`src/rtl/ws2812_rx_decoder.sv`:
```
`default_nettype none
// ============================================================================
// Module   : ws2812_rx_decoder
// Purpose  : WS2812 single-wire NRZ receiver. Times each high pulse to
//            recover bits, packs them MSB-first into 24-bit GRB pixels,
//            detects the latch gap and reports the frame length.
// Ports    : sys_clk     - system clock
//            sys_rst     - asynchronous active-high reset
//            din         - serial data in
//            pix_valid   - 1-cycle strobe, pixel complete
//            pix_data    - GRB word, bit 23 received first, held to next strobe
//            pix_index   - index of pix_data within the frame
//            frame_done  - 1-cycle strobe on latch gap
//            frame_len   - pixels emitted in the frame just ended (saturating)
//            err_pulse   - 1-cycle strobe on any protocol error
// Options  : WS_RX_SYNC_EN - add a 2-flop synchronizer in front of the
//            sample register (off-chip din); every strobe moves 2 cycles later.
// Revision : 1.0 - initial release
// ============================================================================
module ws2812_rx_decoder #(
  parameter int T1_MIN    = 30,
  parameter int HIGH_MIN  = 5,
  parameter int HIGH_MAX  = 60,
  parameter int RESET_CYC = 2500,
  parameter int PIXEL_MAX = 64
) (
  input  logic        sys_clk,
  input  logic        sys_rst,
  input  logic        din,
  output logic        pix_valid,
  output logic [23:0] pix_data,
  output logic [6:0]  pix_index,
  output logic        frame_done,
  output logic [6:0]  frame_len,
  output logic        err_pulse
);

  localparam int c_hcnt_w = $clog2(HIGH_MAX + 2);
  localparam int c_lcnt_w = $clog2(RESET_CYC + 1);

  localparam logic [c_hcnt_w-1:0] c_t1_min    = c_hcnt_w'(T1_MIN);
  localparam logic [c_hcnt_w-1:0] c_high_min  = c_hcnt_w'(HIGH_MIN);
  localparam logic [c_hcnt_w-1:0] c_high_max  = c_hcnt_w'(HIGH_MAX);
  localparam logic [c_hcnt_w-1:0] c_hcnt_one  = c_hcnt_w'(1);
  localparam logic [c_lcnt_w-1:0] c_reset_cyc = c_lcnt_w'(RESET_CYC);
  localparam logic [c_lcnt_w-1:0] c_lcnt_one  = c_lcnt_w'(1);
  localparam logic [6:0]          c_pix_max   = 7'(PIXEL_MAX);

  typedef enum logic [1:0] {
    ST_WAIT_GAP = 2'd0,
    ST_IDLE     = 2'd1,
    ST_HIGH     = 2'd2,
    ST_LOW      = 2'd3
  } state_t;

  // --------------------------------------------------------------------------
  // Input sampling
  // --------------------------------------------------------------------------
  logic w_din_in;

`ifdef WS_RX_SYNC_EN
  logic r_sync1, r_sync2;

  always_ff @(posedge sys_clk or posedge sys_rst) begin
    if (sys_rst) begin
      r_sync1 <= 1'b0;
      r_sync2 <= 1'b0;
    end else begin
      r_sync1 <= din;
      r_sync2 <= r_sync1;
    end
  end

  assign w_din_in = r_sync2;
`else
  assign w_din_in = din;
`endif

  logic r_s, r_s_prev;
  logic w_rise, w_fall;

  assign w_rise = r_s & ~r_s_prev;
  assign w_fall = ~r_s & r_s_prev;

  // --------------------------------------------------------------------------
  // State and datapath registers
  // --------------------------------------------------------------------------
  state_t              r_state, w_state_next;
  logic [c_hcnt_w-1:0] r_hcnt,  w_hcnt_next;
  logic [c_lcnt_w-1:0] r_lcnt,  w_lcnt_next, w_lcnt_inc;
  logic [4:0]          r_bcnt,  w_bcnt_next;
  logic [6:0]          r_pcnt,  w_pcnt_next;
  // Only the first 23 bits are buffered; bit 24 goes straight to pix_data.
  logic [22:0]         r_shift, w_shift_next;
  logic                r_got,   w_got_next;   // any bit recorded this frame
  logic                r_drop,  w_drop_next;  // overflow error already raised
  logic                w_bit;

  logic                w_pix_valid, w_frame_done, w_err;
  logic [23:0]         w_pix_data;
  logic [6:0]          w_pix_index, w_frame_len;

  assign w_bit      = (r_hcnt >= c_t1_min);
  assign w_lcnt_inc = (r_lcnt == c_reset_cyc) ? r_lcnt : r_lcnt + c_lcnt_one;

  always_comb begin
    w_state_next = r_state;
    w_hcnt_next  = r_hcnt;
    w_lcnt_next  = r_lcnt;
    w_bcnt_next  = r_bcnt;
    w_pcnt_next  = r_pcnt;
    w_shift_next = r_shift;
    w_got_next   = r_got;
    w_drop_next  = r_drop;
    w_pix_valid  = 1'b0;
    w_pix_data   = pix_data;
    w_pix_index  = pix_index;
    w_frame_done = 1'b0;
    w_frame_len  = frame_len;
    w_err        = 1'b0;

    case (r_state)
      ST_IDLE: begin
        w_lcnt_next  = '0;
        w_bcnt_next  = '0;
        w_pcnt_next  = '0;
        w_shift_next = '0;
        w_got_next   = 1'b0;
        w_drop_next  = 1'b0;
        if (w_rise) begin
          w_state_next = ST_HIGH;
          w_hcnt_next  = c_hcnt_one;
        end
      end

      ST_HIGH: begin
        if (w_fall) begin
          w_state_next = ST_LOW;
          // Glitches leave the gap counter running so they cannot
          // stretch or restart latch detection.
          if (r_hcnt >= c_high_min) begin
            w_lcnt_next = '0;
            w_got_next  = 1'b1;
            if (r_bcnt == 5'd23) begin
              w_bcnt_next  = '0;
              w_shift_next = '0;
              if (r_pcnt < c_pix_max) begin
                w_pix_valid = 1'b1;
                w_pix_data  = {r_shift, w_bit};
                w_pix_index = r_pcnt;
                w_pcnt_next = r_pcnt + 7'd1;
              end else if (!r_drop) begin
                w_err       = 1'b1;
                w_drop_next = 1'b1;
              end
            end else begin
              w_bcnt_next  = r_bcnt + 5'd1;
              w_shift_next = {r_shift[21:0], w_bit};
            end
          end
        end else if (r_hcnt == c_high_max) begin
          // Pulse too long: abandon the frame and resynchronise on a gap.
          w_err        = 1'b1;
          w_state_next = ST_WAIT_GAP;
          w_lcnt_next  = '0;
          w_bcnt_next  = '0;
          w_shift_next = '0;
        end else begin
          w_hcnt_next = r_hcnt + c_hcnt_one;
        end
      end

      ST_LOW: begin
        if (w_rise) begin
          w_state_next = ST_HIGH;
          w_hcnt_next  = c_hcnt_one;
        end else begin
          w_lcnt_next = w_lcnt_inc;
          if (w_lcnt_inc == c_reset_cyc) begin
            w_state_next = ST_IDLE;
            if (r_got) begin
              w_frame_done = 1'b1;
              w_frame_len  = r_pcnt;
              w_err        = (r_bcnt != 5'd0);
            end
          end
        end
      end

      default: begin  // ST_WAIT_GAP
        if (r_s) begin
          w_lcnt_next = '0;
        end else begin
          w_lcnt_next = w_lcnt_inc;
          if (w_lcnt_inc == c_reset_cyc) begin
            w_state_next = ST_IDLE;
          end
        end
      end
    endcase
  end

  always_ff @(posedge sys_clk or posedge sys_rst) begin
    if (sys_rst) begin
      r_s        <= 1'b0;
      r_s_prev   <= 1'b0;
      r_state    <= ST_WAIT_GAP;
      r_hcnt     <= '0;
      r_lcnt     <= '0;
      r_bcnt     <= '0;
      r_pcnt     <= '0;
      r_shift    <= '0;
      r_got      <= 1'b0;
      r_drop     <= 1'b0;
      pix_valid  <= 1'b0;
      pix_data   <= '0;
      pix_index  <= '0;
      frame_done <= 1'b0;
      frame_len  <= '0;
      err_pulse  <= 1'b0;
    end else begin
      r_s        <= w_din_in;
      r_s_prev   <= r_s;
      r_state    <= w_state_next;
      r_hcnt     <= w_hcnt_next;
      r_lcnt     <= w_lcnt_next;
      r_bcnt     <= w_bcnt_next;
      r_pcnt     <= w_pcnt_next;
      r_shift    <= w_shift_next;
      r_got      <= w_got_next;
      r_drop     <= w_drop_next;
      pix_valid  <= w_pix_valid;
      pix_data   <= w_pix_data;
      pix_index  <= w_pix_index;
      frame_done <= w_frame_done;
      frame_len  <= w_frame_len;
      err_pulse  <= w_err;
    end
  end

endmodule
`default_nettype wire

```
`config.mk`:
```
export PLATFORM = sky130hd
export DESIGN_NAME = ws2812_rx_decoder
export DESIGN_NICKNAME = d
export VERILOG_FILES = /design/src/rtl/ws2812_rx_decoder.sv
export SDC_FILE = /design/constraint.sdc
export NUM_CORES = 1
export LEC_CHECK = 0
export ABC_CLOCK_PERIOD_IN_PS = 3500
export CELL_PAD_IN_SITES_DETAIL_PLACEMENT = 0
export CELL_PAD_IN_SITES_GLOBAL_PLACEMENT = 1
export CORE_ASPECT_RATIO = 0.7
export CORE_MARGIN = 3
export CORE_UTILIZATION = 47
export CTS_BUF_LIST = sky130_fd_sc_hd__clkbuf_2 sky130_fd_sc_hd__clkbuf_4 sky130_fd_sc_hd__clkbuf_8
export DETAILED_ROUTE_END_ITERATION = 6
export PLACE_DENSITY_LB_ADDON = 0.1
export RECOVER_POWER = 100
export SYNTH_ARGS = -nofsm -noshare
export SYNTH_HDL_FRONTEND = slang
export SYNTH_SLANG_ARGS = --single-unit
```
`constraint.sdc`:
```
create_clock -name sys_clk -period 3.5 [get_ports sys_clk]
set_input_delay 0.35 -clock sys_clk [delete_from_list [all_inputs] [get_ports sys_clk]]
set_output_delay 0.35 -clock sys_clk [all_outputs]
set_load 0.01 [all_outputs]
```
* After elaboration in Yosys (flattened, before gate mapping)
Cells that the tools add are included.
** Word-level totals
- Register bits :: 100
- Input port bits :: 3
- Output and inout bits :: 41
- Logic and storage cells :: 121
** Cells by class
- Add/sub/neg operators :: 4
- Order comparisons :: 3
- Eq/ne operators :: 20
- Muxes and demuxes :: 60
- Bitwise operators :: 5
- Reductions and logical operators :: 13
** Operators with widths (number)
- two-way mux 23 bit :: 4
- two-way mux 12 bit :: 6
- one-hot mux 23 bit (2 select lines) :: 1
- one-hot mux 12 bit (3 select lines) :: 1
- two-way mux 7 bit :: 4
- equality test 12 bit, second input constant :: 2
- two-way mux 1 bit :: 24
- two-way mux 5 bit :: 4
- two-way mux 6 bit :: 3
- inequality test 2 bit, second input constant :: 9
- AND reduction 5 bit :: 3
- one-hot mux 7 bit (2 select lines) :: 1
- adder 12 x 1 -> 12 bit, second input constant :: 1
- two-way mux 2 bit :: 6
- one-hot mux 6 bit (2 select lines) :: 1
- AND reduction 3 bit :: 4
- one-hot mux 5 bit (2 select lines) :: 1
- AND reduction 4 bit :: 2
- adder 7 x 1 -> 7 bit, second input constant :: 1
- less-than comparator 7 bit, second input constant :: 1
- adder 6 x 1 -> 6 bit, second input constant :: 1
- equality test 6 bit, second input constant :: 1
- greater-or-equal comparator 6 x 3 -> 1 bit, second input constant :: 1
- greater-or-equal comparator 6 x 5 -> 1 bit, second input constant :: 1
- other kinds (14) :: 22

* Logic depth before layout (Yosys ltp)
Gate-level depths: netlist (run 1).
- Depth in word-level cells :: 6
- Mapped depth :: 10
- Depth with buffers taken out :: 8

* Worst setup path after synthesis (run 1)
No wires, ideal clock.
- Kind :: register -> register
- Start :: reg r_hcnt[1]
- End :: reg pix_data[3]
- Library setup time :: 0.128 ns
- Arrival :: 2.231 ns
- Data required time :: 3.372 ns
- Path slack :: 1.142 ns
- Cell stages (with the launch flop) :: 10
- Path buffers :: 2
- Period minus slack after synthesis :: 2.358 ns
- Path through :: dfrtp_1 inv_1 ha_1 nand2b_1 a2111oi_2 nor2_1 and4b_1 clkbuf_1 buf_2 mux2_1
** Between the ends
- Cells in the longest elaborated chain, start to end :: 2
** Ends and longest elaborated chain
- start, declared :: RTL line 89 : logic [c_hcnt_w-1:0] r_hcnt, w_hcnt_next;
- start signal, assigned :: RTL line 225 : r_hcnt <= w_hcnt_next;
- greater-or-equal comparator 6 x 3 -> 1 bit :: RTL line 141 : if (r_hcnt >= c_high_min) begin
- AND reduction 5 bit (no source line)
- end signal, assigned :: RTL line 233 : pix_data <= w_pix_data;
- end, declared :: RTL line 31 : output logic [23:0] pix_data,
Every way passes these cells.
A chain may end at the register's enable or synchronous reset.

* Worst setup path after layout (run 1)
Same ends and word-level chain as after synthesis.

==> results of run 1 <==
flip-flops by register name (all words and copies together) (netlist names):
signal,count
pix_valid,1
pix_index,7
r_lcnt,12
err_pulse,1
frame_len,7
r_got,1
r_hcnt,6
r_bcnt,5
r_pcnt,7
r_shift,23
frame_done,1
r_drop,1
pix_data,24
r_s,1
r_s_prev,1
r_state,2
layout make-up:
cell class	count	area [um2]	area share, %
Sequential cell	100	2500	45.5
Clock buffer	11	151	2.75
Multi-Input combinational cell	321	2100	38.1
Inverter	14	53.8	0.978
Tap cell	128	160	2.91
Clock inverter	5	63.8	1.16
Timing Repair Buffer	52	473	8.60
cell families after synthesis:
logic type	after synthesis	synth area share [%]
and+or+nand+nor	164	17.3
DFF	100	52.7
AOI/OAI and AO/OA	93	11.9
muxes	42	9.85
buffers and inverters	36	3.06
adders and majority gates	15	3.90
xor gates and xnor gates	7	1.29
power groups by stage:
stage	clock, uW	sequential, uW	combinational, uW
after floorplan	0	1210	107
after CTS	822	1200	141
after detailed placement	0	1230	139
after global routing	870	1210	156
final	794	1200	139
after global placement	0	1230	140
worst max-delay path, delay by kind of cell, from the launching register on:
family | cells | cell delay, ns
AO/OA/AOI/OAI | 1 | 0.54
adder cells (fa/ha/maj) | 1 | 0.19
buffers and inverters | 2 | 0.61
flip-flops | 1 | 0.49
multiplexers | 1 | 0.48
AND/OR/NAND/NOR | 3 | 0.59
metal layers:
| metal | vias to the layer above | share of wire (%) | wire length [um] |
|---|---|---|---|
| met2 | 81 | 43 | 4270 |
| met4 | 0 | 0.70 | 69 |
| met1 | 1681 | 51 | 5070 |
| met5 | - | 0 | 0 |
| li1 | 1697 | - | - |
| met3 | 8 | 5.2 | 517 |
worst min-delay path by stage:
stage / from / end / slack [ns] / cells past startpoint
6_report: pix_data[3]$_DFFE_PP0P_ / pix_data[3]$_DFFE_PP0P_ / 0.49 / 1
5_1_grt: pix_data[3]$_DFFE_PP0P_ / pix_data[3]$_DFFE_PP0P_ / 0.52 / 1
4_1_cts: din / r_s$_DFF_PP0_ / 0.43 / 1
3_5_place_dp: r_shift[22]$_DFFE_PP0P_ / r_shift[22]$_DFFE_PP0P_ / 0.48 / 2
3_3_place_gp: r_shift[22]$_DFFE_PP0P_ / r_shift[22]$_DFFE_PP0P_ / 0.47 / 2
2_1_floorplan: din / r_s$_DFF_PP0_ / 0.38 / 0
cell usage in the layout (no fill, tap or decap), types with 5 or more instances in the layout:
| master | netlist | routed |
|---|---|---|
| dfrtp_1 | 100 | 100 |
| nand2_1 | 75 | 75 |
| o21ai_0 | 50 | 50 |
| dlygate4sd3_1 | 0 | 43 |
| mux2_2 | 37 | 37 |
| nor2_1 | 28 | 28 |
| ha_1 | 14 | 14 |
| inv_1 | 14 | 13 |
| nand3_1 | 11 | 11 |
| clkbuf_8 | 0 | 11 |
| a21oi_1 | 10 | 10 |
| and3_1 | 8 | 8 |
| nand4_1 | 7 | 7 |
| a31oi_1 | 6 | 6 |
| clkbuf_1 | 16 | 6 |
| nor3_1 | 5 | 5 |
| xor2_1 | 5 | 5 |
through the flow:
stage	instance area (um2)	power (uW)	utilization, %	hold WS [ns]
global placement	5320	1370	54.5	0.466
floorplan	4750	1320	-	0.381
detailed placement	5320	1370	54.5	0.478
CTS	5530	2170	56.7	0.427
global route	5500	2230	56.4	0.520
finish	5500	2140	56.4	0.491
==> flow_summary.yaml, run 1 <==
grt:
  grt_util_met2_pct: 26.5
  met3_usage_pct: 4.87
  grt_pass1_vias: 3433
  grt_usage_pct: 18.6
  grt_overflow_total: 0
  grt_pass1_wl_um: 17200
  busiest_layer: "met1"
  grt_max_degree: 52
  antenna_found_initial: 0
  use_met1_pct: 28.3
cts:
  hold_buffers: 0
  cts_resized: 0
  post_cts_buffers: 0
  path_clk_slew_ns: 0.09
  clk_latency_ns: 0.37
  htree_levels: 3
  cts_root_buf: "clkbuf_8"
  cts_made_buffers: 9
  cts_tree: "built"
  numClockSinks: 100
  clk_path_buf_depth: 2
place:
  dpl.hpwl_um: 6810
  io_buffers: 43
  placed_cells_incl_taps: 615
  dp_slack_ns: 0.779
  gp_congestion: 0.914
critical_path:
  start_kind: "flop"
  cp_data_arrival_time_ns: 3.26
  r2r-start: "r_hcnt[1]$_DFFE_PP0P_"
  cp-startpoint: "r_hcnt[1]$_DFFE_PP0P_"
  slowest_stage: "a2111oi_2"
  crit_chain: "inv_1 > ha_1 > nand2b_1 > a2111oi_2 > nor2_1 > and4b_1 > clkbuf_2 > mux2_1"
  endpoint: "pix_data[3]$_DFFE_PP0P_"
  worst-path-max-fanout: 32
  slowest_delay_ns: 0.54
  r2r_setup_slack_ns: 0.49
  end_kind: "flop"
  worstRegToRegCells: 8
  cp_data_required_time_ns: 3.75
  path_class: "reg -> reg"
  r2r-end: "pix_data[3]$_DFFE_PP0P_"
route:
  drt-total-wl_um: 9930
  postRouteAntennaNets: 0
  vias: 3467
  drt-vias-per-instance: 5.49
  drt_iter0_drc: 239
  drt_pass1_iterations: 4
  wire_per_inst_um: 15.7
  drc: 0
finish:
  fin_nets: 515
  area_growth_syn_to_layout_pct: 15.8
  fin_cells: 631
  antennaDiodeCount: 0
  drive_above_1_share_pct: 13.3
  fillers: 875
yosys:
  synth_common_cells: "dfrtp_1, nand2_1, o21ai_0"
  ys_ff_latch: 100
  synth_top_area_share_pct: 52.7
  syn_area_mm2: 0.00475
  avgSynthCellArea_um2: 10.4
  syn-instance-count: 457
  synth-edff-count: 0
  ys_seq_area_share_pct: 52.7
  synth.most_common_cell: "dfrtp_1"
  yosys.area.top_type: "dfrtp_1"
  synthDistinctLibCells: 56
  ys_warn_count: 0
  synth-async-reset-ratio_pct: 100
  synthTopCellsByArea: "dfrtp_1, mux2_2, nand2_1"
  synth_nets: 474
  ys.flop_type: "dfrtp_1"
power:
  swShare_pct: 25.1
  internal_power_uw: 1600
  combPwrFrac_pct: 6.5
  p_leak_uw: 0.00262
  vdd_ir_drop_max_mv: 0.194
  powerDensity_mw_per_mm2: 389
  switchingPower_uw: 537
  seq_power_share_pct: 56.4
  pwr-share-clk_pct: 37.1
floorplanning:
  io_pins: 44
  die_h_um: 90.1
  rows: 30
  fp.dieW_um: 126
  start_util_pct: 48.7
  die_area_mm2: 0.0114
  fp.coreArea_mm2: 0.00976
sta:
  finalCritPeriodShare_pct: 85.9
  layout_setup_ws_ns: 0.494
  maxSlewHeadroom_pct: -54.1
  rsz0062_at_grt: "false"
  skew_ns: 0.0136
  tightest_slew_ns: 2.30
  slew_violations: 52
  tns_ns: 0
  min_period_ns: 3.01
  fmax_ghz: 0.333
  hold_violations: 0
  setup_viol: 0
hold_path:
  hp-class: "reg -> reg"
run_status:
  violations: "max-capacitance violations, max-slew violations"
  status: "finished with violations"
job:
  drv_cap: 1
Note: power is estimated with default switching activity, not from simulation.
==> inputs of run 2 (changes only) <==
--- a/config.mk
+++ b/config.mk
@@ -17,2 +17,3 @@
 export RECOVER_POWER = 100
+export SLEW_MARGIN = 20
 export SYNTH_ARGS = -nofsm -noshare
--- a/constraint.sdc
+++ b/constraint.sdc
@@ -3,2 +3,2 @@
 set_output_delay 0.35 -clock sys_clk [all_outputs]
-set_load 0.01 [all_outputs]
+set_load 0.005 [all_outputs]
==> results of run 2 <==
The final DEF is identical to that of run 1; final timing and power are the same.
